--- src/rtl/hdmi_clk_sequencer_pkg.sv ---
// Shared types and default timing for the HDMI clock-tree power-up sequencer.
package hdmi_clk_sequencer_pkg;

    typedef enum logic [2:0] {
        PLL_RST,
        WAIT_LOCK,
        SETTLE,
        DIV_REL,
        RUN,
        FAULT
    } clkseq_state_t;

    localparam int DEF_PLL_RST_CYC  = 16;
    localparam int DEF_LOCK_TMO_CYC = 270000;
    localparam int DEF_SETTLE_CYC   = 2700;
    localparam int DEF_DIV_DLY_CYC  = 64;
    localparam int DEF_DBNC_CYC     = 270000;
    localparam int DEF_MAX_RETRY    = 7;

    typedef struct packed {
        logic pll_reset;
        logic clkdiv_rstn;
        logic pixel_rst_n;
        logic audio_en;
        logic ready;
        logic fault;
    } clkseq_out_t;

    function automatic int max_int(input int a, input int b);
        return (a > b) ? a : b;
    endfunction

    // Moore output decode; PLL_RST doubles as the reset value.
    function automatic clkseq_out_t state_outputs(input clkseq_state_t s);
        clkseq_out_t o;
        o = '0;
        o.pll_reset = 1'b1;
        case (s)
            WAIT_LOCK, SETTLE: o.pll_reset = 1'b0;
            DIV_REL: begin
                o.pll_reset   = 1'b0;
                o.clkdiv_rstn = 1'b1;
            end
            RUN: begin
                o.pll_reset   = 1'b0;
                o.clkdiv_rstn = 1'b1;
                o.pixel_rst_n = 1'b1;
                o.audio_en    = 1'b1;
                o.ready       = 1'b1;
            end
            FAULT:   o.fault = 1'b1;
            default: ;
        endcase
        return o;
    endfunction

endpackage

--- src/rtl/hdmi_clk_sequencer_btn_debounce.sv ---
// Reset-button synchroniser plus stable-count filter; emits a one-cycle press
// pulse when the accepted level falls.
module hdmi_clk_sequencer_btn_debounce #(
    parameter int DBNC_CYC = 270000
) (
    input  logic clk,
    input  logic rst,
    input  logic btn_n,
    output logic press
);
    localparam int CW = (DBNC_CYC > 1) ? $clog2(DBNC_CYC) : 1;
    localparam logic [CW-1:0] CNT_TC = CW'(DBNC_CYC - 1);

    logic          btn_s1;
    logic          btn_s;
    logic          btn_last;
    logic          btn_d;
    logic [CW-1:0] cnt;

    always_ff @(posedge clk or posedge rst) begin
        if (rst) begin
            btn_s1   <= 1'b1;
            btn_s    <= 1'b1;
            btn_last <= 1'b1;
            btn_d    <= 1'b1;
            cnt      <= '0;
            press    <= 1'b0;
        end else begin
            btn_s1   <= btn_n;
            btn_s    <= btn_s1;
            btn_last <= btn_s;
            press    <= 1'b0;
            if (btn_s != btn_last || btn_s == btn_d) begin
                cnt <= '0;
            end else if (cnt == CNT_TC) begin
                btn_d <= btn_s;
                cnt   <= '0;
                press <= btn_d & ~btn_s;
            end else begin
                cnt <= cnt + 1'b1;
            end
        end
    end

endmodule

--- src/rtl/hdmi_clk_sequencer.sv ---
// Power-up / recovery sequencer for the rPLL -> CLKDIV -> pixel/audio clock tree.
// state     | meaning
// PLL_RST   | rPLL held in reset for PLL_RST_CYC
// WAIT_LOCK | waiting for lock, retry on timeout
// SETTLE    | lock must stay high SETTLE_CYC
// DIV_REL   | CLKDIV released, pixel reset still held
// RUN       | everything released
// FAULT     | retries exhausted, wait for button
module hdmi_clk_sequencer
    import hdmi_clk_sequencer_pkg::*;
#(
    parameter int PLL_RST_CYC  = DEF_PLL_RST_CYC,
    parameter int LOCK_TMO_CYC = DEF_LOCK_TMO_CYC,
    parameter int SETTLE_CYC   = DEF_SETTLE_CYC,
    parameter int DIV_DLY_CYC  = DEF_DIV_DLY_CYC,
    parameter int DBNC_CYC     = DEF_DBNC_CYC,
    parameter int MAX_RETRY    = DEF_MAX_RETRY
) (
    input  logic       I_clk,
    input  logic       I_rst,
    input  logic       I_pll_lock,
    input  logic       I_btn_n,
    output logic       O_pll_reset,
    output logic       O_clkdiv_rstn,
    output logic       O_pixel_rst_n,
    output logic       O_audio_en,
    output logic       O_ready,
    output logic       O_fault,
    output logic [2:0] O_retry_cnt
);
    localparam int TMAX = max_int(LOCK_TMO_CYC, DBNC_CYC);
    localparam int TW   = (TMAX > 1) ? $clog2(TMAX) : 1;
    localparam logic [TW-1:0] TC_PLL    = TW'(PLL_RST_CYC - 1);
    localparam logic [TW-1:0] TC_TMO    = TW'(LOCK_TMO_CYC - 1);
    localparam logic [TW-1:0] TC_SETTLE = TW'(SETTLE_CYC - 1);
    localparam logic [TW-1:0] TC_DIV    = TW'(DIV_DLY_CYC - 1);
    localparam logic [TW-1:0] TIMER_MAX = '1;
    localparam logic [2:0]    RETRY_MAX = 3'(MAX_RETRY);

    clkseq_state_t state;
    clkseq_out_t   outs;
    logic [TW-1:0] timer;
    logic [2:0]    retry_cnt;
    logic          lock_s1;
    logic          lock;
    logic          btn_press;

    always_ff @(posedge I_clk or posedge I_rst) begin
        if (I_rst) begin
            lock_s1 <= 1'b0;
            lock    <= 1'b0;
        end else begin
            lock_s1 <= I_pll_lock;
            lock    <= lock_s1;
        end
    end

    hdmi_clk_sequencer_btn_debounce #(
        .DBNC_CYC (DBNC_CYC)
    ) u_btn_debounce (
        .clk   (I_clk),
        .rst   (I_rst),
        .btn_n (I_btn_n),
        .press (btn_press)
    );

    // Every transition clears the timer; otherwise it counts up and saturates.
    always_ff @(posedge I_clk or posedge I_rst) begin
        if (I_rst) begin
            state     <= PLL_RST;
            outs      <= state_outputs(PLL_RST);
            timer     <= '0;
            retry_cnt <= '0;
        end else begin
            timer <= (timer == TIMER_MAX) ? timer : timer + 1'b1;
            if (btn_press) begin
                state     <= PLL_RST;
                outs      <= state_outputs(PLL_RST);
                timer     <= '0;
                retry_cnt <= '0;
            end else begin
                unique case (state)
                    PLL_RST: begin
                        if (timer == TC_PLL) begin
                            state <= WAIT_LOCK;
                            outs  <= state_outputs(WAIT_LOCK);
                            timer <= '0;
                        end
                    end
                    WAIT_LOCK: begin
                        if (lock) begin
                            state <= SETTLE;
                            outs  <= state_outputs(SETTLE);
                            timer <= '0;
                        end else if (timer == TC_TMO) begin
                            timer <= '0;
                            if (retry_cnt == RETRY_MAX) begin
                                state <= FAULT;
                                outs  <= state_outputs(FAULT);
                            end else begin
                                retry_cnt <= retry_cnt + 1'b1;
                                state     <= PLL_RST;
                                outs      <= state_outputs(PLL_RST);
                            end
                        end
                    end
                    SETTLE: begin
                        if (!lock) begin
                            state <= WAIT_LOCK;
                            outs  <= state_outputs(WAIT_LOCK);
                            timer <= '0;
                        end else if (timer == TC_SETTLE) begin
                            state <= DIV_REL;
                            outs  <= state_outputs(DIV_REL);
                            timer <= '0;
                        end
                    end
                    DIV_REL: begin
                        if (!lock) begin
                            state <= PLL_RST;
                            outs  <= state_outputs(PLL_RST);
                            timer <= '0;
                        end else if (timer == TC_DIV) begin
                            state     <= RUN;
                            outs      <= state_outputs(RUN);
                            timer     <= '0;
                            retry_cnt <= '0;
                        end
                    end
                    RUN: begin
                        if (!lock) begin
                            state <= PLL_RST;
                            outs  <= state_outputs(PLL_RST);
                            timer <= '0;
                        end
                    end
                    FAULT: ;
                    default: begin
                        state <= PLL_RST;
                        outs  <= state_outputs(PLL_RST);
                        timer <= '0;
                    end
                endcase
            end
        end
    end

    assign O_pll_reset   = outs.pll_reset;
    assign O_clkdiv_rstn = outs.clkdiv_rstn;
    assign O_pixel_rst_n = outs.pixel_rst_n;
    assign O_audio_en    = outs.audio_en;
    assign O_ready       = outs.ready;
    assign O_fault       = outs.fault;
    assign O_retry_cnt   = retry_cnt;

endmodule

--- config.mk ---
export PLATFORM = sky130hd
export DESIGN_NAME = hdmi_clk_sequencer
export DESIGN_NICKNAME = d
export VERILOG_FILES = /design/src/rtl/hdmi_clk_sequencer_pkg.sv /design/src/rtl/hdmi_clk_sequencer_btn_debounce.sv /design/src/rtl/hdmi_clk_sequencer.sv
export SDC_FILE = /design/constraint.sdc
export NUM_CORES = 1
export LEC_CHECK = 0
export ABC_CLOCK_PERIOD_IN_PS = 2800
export CORE_MARGIN = 1
export CORE_UTILIZATION = 29
export DETAILED_ROUTE_END_ITERATION = 10
export PLACE_DENSITY = 0.45
export SYNTH_ARGS = -nofsm -noshare
export SYNTH_HDL_FRONTEND = slang
export SYNTH_HIERARCHICAL = 1
export SYNTH_SLANG_ARGS = --single-unit
--- constraint.sdc ---
create_clock -name I_clk -period 2.8 [get_ports I_clk]
set_input_delay 0.28 -clock I_clk [delete_from_list [all_inputs] [get_ports I_clk]]
set_output_delay 0.28 -clock I_clk [all_outputs]
set_load 0.02 [all_outputs]
==> flow_summary_export.csv <==
group,metric,value,unit
timing,final_hold_viol_count,0,
drt,via_per_inst,4.89,
setup_path,cp_slowest_cell,"o21bai_1",
setup_path,path_class,"reg -> reg",
drt,drc,0,
drt,totalWireLength,6040,um
setup_path,critPathTopFamily,"compound AO/OA/AOI/OAI gates",
grt,grt_pass1_wl,10600,um
timing,rsz0062_at_grt,"no",
setup_path,worstPathCellList,"ha_1 -> and4_1 -> nand2_1 -> nor3_1 -> o21bai_1 -> o21ai_4 -> buf_4 -> a211oi_1",
drt,top_layer_used,"met4",
synth,syn-num-nets,309,
drt,met3_length,150,um
synth,ys_async_sr_fraction,100,%
drt,ant_nets,0,
timing,worst_pin_slew,0.935,ns
floorplan,die_area,10500,um2
timing,finalCriticalPeriod,2.27,ns
grt,grt_max_degree,25,
synth,yosys_warnings,6,
clock_network,clk_latency,0.31,ns
clock_network,clkSinkCount,55,
synth,syn_area,2930,um2
setup_path,crit_buf_inv,1,
grt,grt_pass1_vias,2093,
layout,mostFrequentLayoutCells,"dfrtp_1, nor2_1, nand2_1, nand4_1, xor2_1",
clock_network,cts_setup_buffers,0,
floorplan,coreArea,9770,um2
pwr,cellLeakagePower,1.34,nW
synth,synth_edf_count,0,
timing,max_freq,440,MHz
floorplan,chipHeight,103,um
placement,place_congestion,0.736,
synth,synthCells,300,
clock_network,ctsRootBufferMaster,"clkbuf_8",
layout,drive_gt1_share,9.65,%
hold_path,hold_path_class,"in -> async",
synth,ys_seq_elements,55,
placement,portBuffers,12,
drt,vias,2173,
grt,overflow,0,
setup_path,critPathRequiredTime,3.01,ns
pwr,p_per_area,603,nW/um2
timing,relSlewSlack,37.6,%
synth,ys_seq_area_share,47.1,%
drt,wl_met1,2880,um
floorplan,rows,36,
grt,grtUsageTotal,12.8,%
pwr,irDropWorstVdd,368,uV
placement,hpwl,4230,um
floorplan,initial_utilization,30.0,%
synth,synth_cell_type_count,52,
clock_network,clk_pin_slew_worst_paths,0.10,ns
drt,drt_iter0_markers,73,
placement,dpl_worst_slack,0.579,ns
floorplan,ioPinCount,13,
drt,met2_length,2960,um
timing,skew,0.0132,ns
setup_path,arrival,2.48,ns
synth,synthFlopType,"dfrtp_1",
clock_network,cts.repair.resized,0,
flow_run,cap_violations,0,
drt,first_pass_iters,4,
layout,final_common_cell,"dfrtp_1",
floorplan,die_w,103,um
clock_network,htree_levels,2,
drt,wl_per_cell,13.6,um
clock_network,clock_path_buffers,2,
timing,slew_viol_final,0,
synth,avgSynthCellArea,9.78,um2
grt,grt_antenna_before_repair,0,
setup_path,startpoint_type,"flop",
layout,syn2layout_area_growth,11.6,%
setup_path,critPathMaxFanout,19,
timing,timing.final.ws_setup,0.527,ns
layout,multiInputGateArea,1440,um2
layout,fillers,1025,
layout,antenna_cells,0,
clock_network,cts_hold_buf,0,
timing,fin_setup_tns,0,ns
layout,nNetsFinal,319,
setup_path,critPathMaxStageDelay,0.46,ns
setup_path,end_kind,"flop",
clock_network,cts_tree,"yes",
clock_network,cts_made_buffers,5,
timing,finalCritPeriodShare,81.2,%
timing,setup_violations,0,
run_status,run_status,"complete, no violations",
layout,ff_latch_area,1380,um2
-- stage by stage --
stage	cell area, um2	hold WS [ns]	instances	power, mW	util [%]
2_1_floorplan	2930	0.284	300	1.40	-
3_3_place_gp	3180	0.334	436	1.54	32.5
3_5_place_dp	3180	0.338	436	1.54	32.5
4_1_cts	3270	0.358	444	2.01	33.5
5_1_grt	3270	0.368	444	2.11	33.5
6_report	3270	0.346	444	1.97	33.5
-- metal layers --
| metal | up-vias | track usage [%] |
|---|---|---|
| li1 | 1089 | - |
| met3 | 5 | 2.24 |
| met1 | 1053 | 17.3 |
| met4 | 0 | 3.30 |
| met5 | - | 0 |
| met2 | 26 | 21.1 |
-- synth_stat cells (6+ instances only) --
library cell   n  share of area (%)
dfrtp_1       50                 43
nor2_1        43                5.5
nand2_1       16                2.0
nand4_1       16                3.4
xor2_1        16                4.8
xnor2_1       15                4.5
nand3_1       14                2.4
nor3_1        12                2.0
a21oi_1        9                1.5
nor4_1         9                1.9
inv_1          8                1.0
clkbuf_1       6               0.77
nor3b_1        6                1.5
o21ai_0        6                1.0
-- path summary, 6_finish.rpt --
kind | endpoint | slack [ns] | cells after the start | from
max in group asynchronous | u_btn_debounce/cnt[7] | 1.71 | 2 | I_rst
min in group I_clk | lock | 0.36 | 0 | lock_s1
worst min-delay path | state[2] | 0.35 | 2 | I_rst
worst max register to register | timer[6] | 0.53 | 8 | timer[0]
worst max-delay path | timer[6] | 0.53 | 8 | timer[0]
worst min register to register | lock | 0.36 | 0 | lock_s1
-- final cells by class --
| type | count | area share [%] |
|---|---|---|
| multi-input cells | 223 | 44.1 |
| inverters | 8 | 0.918 |
| well taps | 133 | 5.09 |
| clock inverters | 1 | 0.153 |
| repair buffers | 17 | 4.82 |
| flip-flops and latches | 55 | 42.3 |
| clock buffers | 7 | 2.64 |
-- kinds of logic (layout without fill, tap and decap cells) --
| group | after synthesis | after routing | synth area share [%] |
|---|---|---|---|
| DFF | 55 | 55 | 47.1 |
| muxes | 4 | 4 | 1.41 |
| xor gates and xnor gates | 31 | 31 | 9.26 |
| adders and majority gates | 5 | 5 | 2.13 |
| buffers and inverters | 22 | 33 | 3.63 |
| and+or+nand+nor | 150 | 150 | 28.0 |
| AOI/OAI and AO/OA | 33 | 33 | 8.45 |
-- worst register-to-register path: stages (launching register included) --
cell	delay (ns)
dfrtp_1	0.43
ha_1	0.29
and4_1	0.28
nand2_1	0.11
nor3_1	0.06
o21bai_1	0.46
o21ai_4	0.10
buf_4	0.22
a211oi_1	0.24
-- sequential cells by signal, summed over array words and instances, names as in the netlist, 3 cells and up --
name,flops
timer,19
u_btn_debounce/cnt,19
O_retry_cnt,3
state,3
-- report_power, final --
group	total [mW]	switching, mW	internal (mW)	leakage (nW)
sequential	0.947	0.0860	0.861	0.738
clock	0.459	0.258	0.201	0.0482
combinational	0.567	0.342	0.225	0.553
total	1.97	0.687	1.29	1.34
Power figures use the tool's default switching activity.
